<file path="src/rtl/reset_seq_pkg.sv">
// rtl/reset_seq_pkg.sv - shared state encoding and sizing helper for reset_sequencer
package reset_seq_pkg;

  localparam int STATE_W = 2;

  typedef enum logic [STATE_W-1:0] {
    HOLD  = 2'd0,
    WAIT  = 2'd1,
    RUN   = 2'd2,
    ERROR = 2'd3
  } state_t;

  // Bits needed to hold values 0..v-1; never less than one so a degenerate size still yields a real vector.
  function automatic int clog2(input int v);
    int r;
    r = 1;
    for (int i = 1; i < 32; i++) begin
      if ((1 << r) < v) r = r + 1;
    end
    return r;
  endfunction

endpackage

</file>
<file path="src/rtl/reset_sequencer.sv">
// rtl/reset_sequencer.sv - staged reset release controller
// Holds all stage resets, then releases them in index order gated by per-stage ready with a timeout.
module reset_sequencer
  import reset_seq_pkg::*;
#(
  parameter int NUM_STAGES     = 3,
  parameter int HOLD_CYCLES    = 16,
  parameter int TIMEOUT_CYCLES = 256
) (
  input  logic                  clk,
  input  logic                  areset,
  input  logic                  sw_reset_req,
  input  logic [NUM_STAGES-1:0] stage_ready,
  output logic [NUM_STAGES-1:0] reset_out,
  output logic                  done,
  output logic                  error
);

  localparam int CNT_MAX = (HOLD_CYCLES > TIMEOUT_CYCLES) ? HOLD_CYCLES : TIMEOUT_CYCLES;
  localparam int CNT_W   = clog2(CNT_MAX);
  localparam int IDX_W   = clog2(NUM_STAGES);

  localparam logic [CNT_W-1:0] HOLD_LAST    = CNT_W'(HOLD_CYCLES - 1);
  localparam logic [CNT_W-1:0] TIMEOUT_LAST = CNT_W'(TIMEOUT_CYCLES - 1);
  localparam logic [IDX_W-1:0] IDX_LAST     = IDX_W'(NUM_STAGES - 1);
  localparam logic [NUM_STAGES-1:0] NEXT_BIT = NUM_STAGES'(2);

  state_t                  state_q, state_d;
  logic [CNT_W-1:0]        cnt_q, cnt_d;
  logic [IDX_W-1:0]        idx_q, idx_d;
  logic [NUM_STAGES-1:0]   reset_out_q, reset_out_d;
  logic                    done_q, done_d;
  logic                    error_q, error_d;
  logic                    cur_ready;

  assign cur_ready = stage_ready[idx_q];

  always_comb begin
    state_d     = state_q;
    cnt_d       = cnt_q;
    idx_d       = idx_q;
    reset_out_d = reset_out_q;
    done_d      = done_q;
    error_d     = error_q;

    // A software request pre-empts everything and keeps the hold counter pinned at zero.
    if (sw_reset_req) begin
      state_d     = HOLD;
      cnt_d       = '0;
      idx_d       = '0;
      reset_out_d = '1;
      done_d      = 1'b0;
      error_d     = 1'b0;
    end else begin
      case (state_q)
        HOLD: begin
          if (cnt_q == HOLD_LAST) begin
            state_d        = WAIT;
            reset_out_d[0] = 1'b0;
            idx_d          = '0;
            cnt_d          = '0;
          end else begin
            cnt_d = cnt_q + CNT_W'(1);
          end
        end
        WAIT: begin
          if (cur_ready) begin
            if (idx_q == IDX_LAST) begin
              state_d = RUN;
              done_d  = 1'b1;
            end else begin
              reset_out_d = reset_out_q & ~(NEXT_BIT << idx_q);
              idx_d       = idx_q + IDX_W'(1);
              cnt_d       = '0;
            end
          end else if (cnt_q == TIMEOUT_LAST) begin
            state_d = ERROR;
            error_d = 1'b1;
          end else begin
            cnt_d = cnt_q + CNT_W'(1);
          end
        end
        RUN:     ;
        ERROR:   ;
        default: state_d = HOLD;
      endcase
    end
  end

  always_ff @(posedge clk or posedge areset) begin
    if (areset) begin
      state_q     <= HOLD;
      cnt_q       <= '0;
      idx_q       <= '0;
      reset_out_q <= '1;
      done_q      <= 1'b0;
      error_q     <= 1'b0;
    end else begin
      state_q     <= state_d;
      cnt_q       <= cnt_d;
      idx_q       <= idx_d;
      reset_out_q <= reset_out_d;
      done_q      <= done_d;
      error_q     <= error_d;
    end
  end

  assign reset_out = reset_out_q;
  assign done      = done_q;
  assign error     = error_q;

endmodule

</file>
<file path="config.mk">
export PLATFORM = sky130hd
export DESIGN_NAME = reset_sequencer
export DESIGN_NICKNAME = d
export VERILOG_FILES = /design/src/rtl/reset_seq_pkg.sv /design/src/rtl/reset_sequencer.sv
export SDC_FILE = /design/constraint.sdc
export NUM_CORES = 1
export LEC_CHECK = 0
export CAP_MARGIN = 0
export CORE_UTILIZATION = 58
export DETAILED_ROUTE_END_ITERATION = 8
export GPL_ROUTABILITY_DRIVEN = 0
export PLACE_DENSITY = 0.87
export SLEW_MARGIN = 10
export SYNTH_ARGS = -nofsm -noshare
export SYNTH_HDL_FRONTEND = slang
export SYNTH_SLANG_ARGS = --single-unit
</file>
<file path="constraint.sdc">
create_clock -name clk -period 4.9 [get_ports clk]
set_input_delay 0.735 -clock clk [delete_from_list [all_inputs] [get_ports clk]]
set_output_delay 0.735 -clock clk [all_outputs]
set_load 0.005 [all_outputs]
</file>
==> results of run 1 <==
-- worst max-delay path, delay by kind of cell --
kind | cells | cell delay [ns]
buffers and inverters | 1 | 0.39
AO/OA/AOI/OAI | 3 | 1.22
multiplexers | 1 | 0.18
AND/OR/NAND/NOR | 1 | 0.31
-- routing by layer --
layer,routed length [um],global-route usage
met3,77,0.0458
met5,0,0
met2,792,0.361
met1,912,0.332
met4,36,0.113
-- metrics by stage --
step,util,setup WS (ns),cell area (um2),total power (W),hold WS [ns]
3_3_place_gp,0.705,2.07,1100,0.000208,0.484
5_1_grt,0.723,2.08,1130,0.000299,0.528
2_1_floorplan,-,2.95,993,0.000194,0.486
4_1_cts,0.723,2.26,1130,0.000284,0.519
3_5_place_dp,0.705,1.98,1100,0.000211,0.504
6_report,0.723,2.27,1130,0.000282,0.514
-- cell usage after synthesis (2+ instances only) --
| library cell | instances |
|---|---|
| nand3_1 | 3 |
| dfstp_2 | 3 |
| and3_1 | 3 |
| a211o_1 | 4 |
| nor3_1 | 7 |
| buf_2 | 2 |
| a22o_1 | 5 |
| nand2_1 | 8 |
| inv_1 | 6 |
| or2_2 | 2 |
| a21oi_1 | 4 |
| nor2b_1 | 2 |
| a211o_2 | 2 |
| ha_1 | 4 |
| a21o_1 | 4 |
| a32o_1 | 2 |
| dfrtp_1 | 14 |
| nor2_1 | 3 |
| o21ai_0 | 5 |
-- cell families after synthesis --
| logic type | count (synthesis) | synth area share |
|---|---|---|
| simple gates | 36 | 0.208 |
| flops | 17 | 0.432 |
| fa+ha+maj | 4 | 0.0504 |
| compound gates | 31 | 0.229 |
| buf+inv | 9 | 0.0365 |
| mux | 3 | 0.0441 |
-- final timing paths --
kind	start	endpoint	slack [ns]	depth (start not counted)
setup / recovery	stage_ready[2]	cnt_q[0]$_DFFE_PP0P_	2.27	6
hold / removal	reset_out[2]$_DFFE_PP1P_	reset_out[2]$_DFFE_PP1P_	0.51	1
setup reg to reg	cnt_q[0]$_DFFE_PP0P_	cnt_q[0]$_DFFE_PP0P_	2.41	6
hold reg to reg	reset_out[2]$_DFFE_PP1P_	reset_out[2]$_DFFE_PP1P_	0.51	1
max in group asynchronous	areset	cnt_q[7]$_DFFE_PP0P_	3.69	2
min in group asynchronous	areset	error$_DFFE_PP0P_	0.81	2
-- where the power goes --
group          internal, W  leakage (nW)  switching (W)
logic            0.0000258         0.278      0.0000264
clock network    0.0000304        0.0177      0.0000430
registers         0.000149         0.223     0.00000736
total             0.000205         0.518      0.0000768
-- area by class of cell --
class | count | area share
well taps | 16 | 0.0178
inverters | 6 | 0.0200
repair buffers | 10 | 0.0888
multi-input cells | 74 | 0.468
flip-flops and latches | 17 | 0.381
clock buffers | 3 | 0.0200
clock inverters | 1 | 0.00444
-- registers in the layout (all words and copies together), names as in the netlist --
name / count
state_q: 2
error: 1
cnt_q: 8
idx_q: 2
done: 1
reset_out: 3
==> metrics, run 1 <==
netlist area before placement=between 900 and 1000 um2; Die H=~43 um; count of unresolved DRC violations after routing=4; Syn Nets=110; Die Width=between 40 and 50 um; pwr/cell area=250 nW/um2; storage element area=429 um2; pin count of the biggest net entering global routing=18; fraction of layout cells with a size suffix above 1=0.144; syn avg cell area=between 9 and 10 um2; die footprint=around 1900 um2; biggest fanout along the worst timing path=11; first-pass iteration count of the detailed router=6; Post-DRT Antenna Nets=0; Remaining Overflow, GRT=0; Inst Count DP=between 100 and 150; number of sinks handled by clock tree synthesis=17; number of flops mapped to enable cells by yosys=0; first-pass GRT wire length=between 3000 and 4000 um; Initial Utilization=0.637; standard cell core area=1560 um2; measured slew at the worst slew-check pin=1.16 ns; hold violation total from the final report=0; root buffer cell=clkbuf_4; post-route fraction of the period consumed by the critical path=0.536; endpoint kind of the worst setup timing path=flop; critical path, cell by cell=clkdlybuf4s50_1 > mux2i_1 > o21ai_1 > a211oi_1 > nor4b_1 > a21o_1; CTS Hold Buffers Added=0; count of placed standard cells in the final layout, fillers left out=about 130; synth-to-layout area growth=13.5%; Worst Path Class, Setup=input port to flop; startpoint class of the critical path=input port; clock transition time at the flip-flop clock pins of the worst setup and hold paths=roughly 0.10 ns; count of nets after finishing=roughly 120; number of levels in the clock H-tree=1; sequential-to-total area share from yosys stat=0.432; synth unique cells=36; maximum clock skew at final layout=0.00619 ns; post-detailed-placement half-perimeter wirelength=~1400 um; I/O pin cnt=11; max-slew violation count=0; Overall Global Routing Usage=0.239; required time reported for the critical path endpoint=between 5 and 6 ns; footprint of the multi-input gates=528 um2; min cycle time layout=2.63 ns; total number of yosys warnings=0; final-layout fill cell count=123; clock tree from TritonCTS=yes; VDD IR-drop max=0.000232 V; Slowest cell on crit path=a211oi_1; number of I/O port buffers=10; top area cells in the synthesized netlist=dfrtp_1 35%, dfstp_2 7.9%, ha_1 5.0%, a22o_1 4.4%, a211o_1 3.5%; biggest cell delay along the critical path=between 0.9 and 1 ns; Routed wire per std cell=between 10 and 15 um; count of endpoints failing setup in the final report=0; area share of the largest cell type after synthesis=0.353; initial antenna violation count=0; Leak Pwr=0.518 nW; # diodes=0; setup fix buffers added after clock tree synthesis=0; gate count after technology mapping=100; outcome=finished, violations left; row count=14; number of buffers added by the clock tree synthesis step=3; detailed router's first-iteration violation count=30; most common library cell in the layout ignoring fill and taps=dfrtp_1; data arrival time of the critical path=2.86 ns; violated checks=design-rule violations; post-cts resize count=0; predominant post-synthesis flop cell=dfrtp_1; vias per cell=between 6 and 7; most used cells in the layout excluding fill and tap cells=14 x dfrtp_1, 10 x clkdlybuf4s50_1, 8 x nand2_1; fraction of registers with async set or reset after synthesis=1.00; Achievable Freq=between 300 and 400 MHz; setup repair after global routing missed its margin=false; latest clock arrival within the worst-skew pair=0.29 ns; total negative slack for setup checks=0 ns; Hold WC Path Type=flop to flop; total vias in the final route=a little under 800; wire length reported by the detailed router=around 1800 um; Longest Clk Path Bufs=2; Seq cells post-synth=17; worst slew margin relative to its limit=0.220; via count of the first global-routing pass=just over 700; max-cap check violation count=0; cell type contributing the most total cell area after synthesis=dfrtp_1
Note: power is estimated with default switching activity, not from simulation.
==> inputs of run 2 (changes only) <==
- CORE_UTILIZATION: 58 -> 49
- PLACE_DENSITY: 0.87 -> 0.79
- clock period: 4.9 -> 2.25 ns (I/O delays scaled with it)
==> run 2 against run 1 <==
Net effect: critical path type is now flop to flop; hold slack worse by 0.095 ns; non-clock buffer count is 4 higher; the flow now finishes without violations; sequential share of layout area is 1.3 points lower; core utilization is 8.1 points lower; die area is 17% higher; clock skew is 0.0018 ns higher; final cell count is 10% higher; clock power is 120% higher.
==> metrics, run 2 (synthesis gave the netlist of run 1 again) <==
outcome=complete, no violations; post-route fraction of the period consumed by the critical path=0.876; Longest Clk Path Bufs=2; data arrival time of the critical path=2.20 ns; pin count of the biggest net entering global routing=18; count of nets after finishing=around 130; combinational cell fraction of total power=0.189; min cycle time layout=roughly 2.0 ns; Hold WC Path Type=input port to asynchronous set/reset pin; count of endpoints failing setup in the final report=0; Achievable Freq=507 MHz; worst slew margin relative to its limit=0.573; wire length reported by the detailed router=1860 um; VDD IR-drop max=0.000395 V; Die Width=47.0 um; post-cts resize count=0; first-pass iteration count of the detailed router=4; Leak Pwr=roughly 0.54 nW; Fin Hold WS=around 0.42 ns; startpoint class of the critical path=flop; biggest fanout along the worst timing path=6; post-detailed-placement half-perimeter wirelength=around 1400 um; via count of the first global-routing pass=755; Worst Path Class, Setup=flop to flop; largest reg by FF count=cnt_q; setup repair after global routing missed its margin=false; worst r2r dst=cnt_q[7]$_DFFE_PP0P_; biggest cell delay along the critical path=roughly 0.53 ns; hold violation total from the final report=0; clock transition time at the flip-flop clock pins of the worst setup and hold paths=around 0.10 ns; Initial Utilization=0.546; most used cells in the layout excluding fill and tap cells=14 x dfrtp_1, 10 x clkdlybuf4s50_1, 8 x nand2_1; sequential share of power=0.551; switching component of the power=between 0.00015 and 0.0002 W; max-cap check violation count=0; most common library cell in the layout ignoring fill and taps=dfrtp_1; critical path, cell by cell=ha_1 > nand3_1 > or4_4 > mux2i_4 > buf_4 > a211o_1 > a22o_1; final setup slack of the worst path=between 0.2 and 0.3 ns; pwr/cell area=528 nW/um2; area of all placed cells without fillers=1170 um2; row count=15; total negative slack for setup checks=0 ns; number of levels in the clock H-tree=1; maximum clock skew at final layout=around 0.008 ns; r2r startpoint=cnt_q[0]$_DFFE_PP0P_; number of cells traversed by the worst register-to-register path=7; count of unresolved DRC violations after routing=0; Die H=~47 um; number of I/O port buffers=10; root buffer cell=clkbuf_4; vias per cell=~6; max-slew violation count=0; die footprint=2210 um2; Routed wire per std cell=roughly 13 um; final-layout fill cell count=approximately 150; minimum setup slack among reg-to-reg paths=between 0.2 and 0.3 ns; switching power share of the total=0.272; worst path buffer plus inverter count=1; # diodes=0; detailed router's first-iteration violation count=23; worst setup slack after placement=0.132 ns; fraction of layout cells with a size suffix above 1=0.174; I/O pin cnt=11; setup fix buffers added after clock tree synthesis=0; CTS Hold Buffers Added=0; required time reported for the critical path endpoint=between 2 and 2.5 ns; endpoint kind of the worst setup timing path=flop; number of buffers added by the clock tree synthesis step=3; Post-Route Utilization=0.642; total vias in the final route=between 800 and 900; max FFs per register=8; standard cell core area=approximately 1800 um2; latest clock arrival within the worst-skew pair=between 0.2 and 0.3 ns; synth-to-layout area growth=17.6%; internal power consumption=~0.00045 W; crit-path leading delay family=simple AND/OR/NAND/NOR gates; Post-DRT Antenna Nets=0; initial antenna violation count=0; number of sinks handled by clock tree synthesis=17; Overall Global Routing Usage=0.214; first-pass GRT wire length=approximately 3300 um; part of the total power dissipated in the clock network=0.260; Slowest cell on crit path=or4_4; measured slew at the worst slew-check pin=between 0.6 and 0.7 ns; area post-placement=about 1100 um2; clock tree from TritonCTS=yes; Remaining Overflow, GRT=0
==> run 2: changes by cell type in the layout (fill, tap and decap cells not counted) <==
| cell | delta |
|---|---|
| buf_4 | +4 |
==> run 2: how the worst max path moves through the flow <==
stage	startpoint	end	slack [ns]	cells after the start
3_3_place_gp	stage_ready[2]	cnt_q[5]$_DFFE_PP0P_	0.17	7
6_report	cnt_q[0]$_DFFE_PP0P_	cnt_q[7]$_DFFE_PP0P_	0.28	7
3_5_place_dp	stage_ready[2]	cnt_q[5]$_DFFE_PP0P_	0.13	7
4_1_cts	cnt_q[0]$_DFFE_PP0P_	cnt_q[7]$_DFFE_PP0P_	0.27	7
5_1_grt	cnt_q[0]$_DFFE_PP0P_	cnt_q[0]$_DFFE_PP0P_	0.16	7
2_1_floorplan	cnt_q[0]$_DFFE_PP0P_	cnt_q[2]$_DFFE_PP0P_	0.39	6
==> run 2: power by group through the flow <==
stage          Sequential [W]  Clock [W]  Combinational [W]
2_1_floorplan        0.000343          0          0.0000804
3_3_place_gp         0.000345          0           0.000114
3_5_place_dp         0.000346          0           0.000117
4_1_cts              0.000340   0.000167           0.000118
5_1_grt              0.000343   0.000177           0.000133
6_report             0.000340   0.000161           0.000117
==> run 2: final cells by class <==
type	count	area (um2)	share of cell area
Multi-Input combinational cell	74	528	0.452
Tap cell	25	31.3	0.0268
Clock inverter	1	5.00	0.00428
Inverter	6	22.5	0.0193
Sequential cell	17	429	0.367
Clock buffer	3	22.5	0.0193
Timing Repair Buffer	14	130	0.111
==> run 2: stage by stage <==
stage	cells	total power (W)
floorplan	100	0.000423
CTS	140	0.000625
finish	140	0.000617
detailed placement	136	0.000463
global placement	136	0.000459
global route	140	0.000652
==> run 2: routing by layer <==
metal  vias up  routed length, um  GRT usage
li1        400                  -          -
met1       399                891      0.311
met3         2                 77     0.0692
met4         0                 14     0.0343
met2        19                877      0.319
met5         -                  0          0
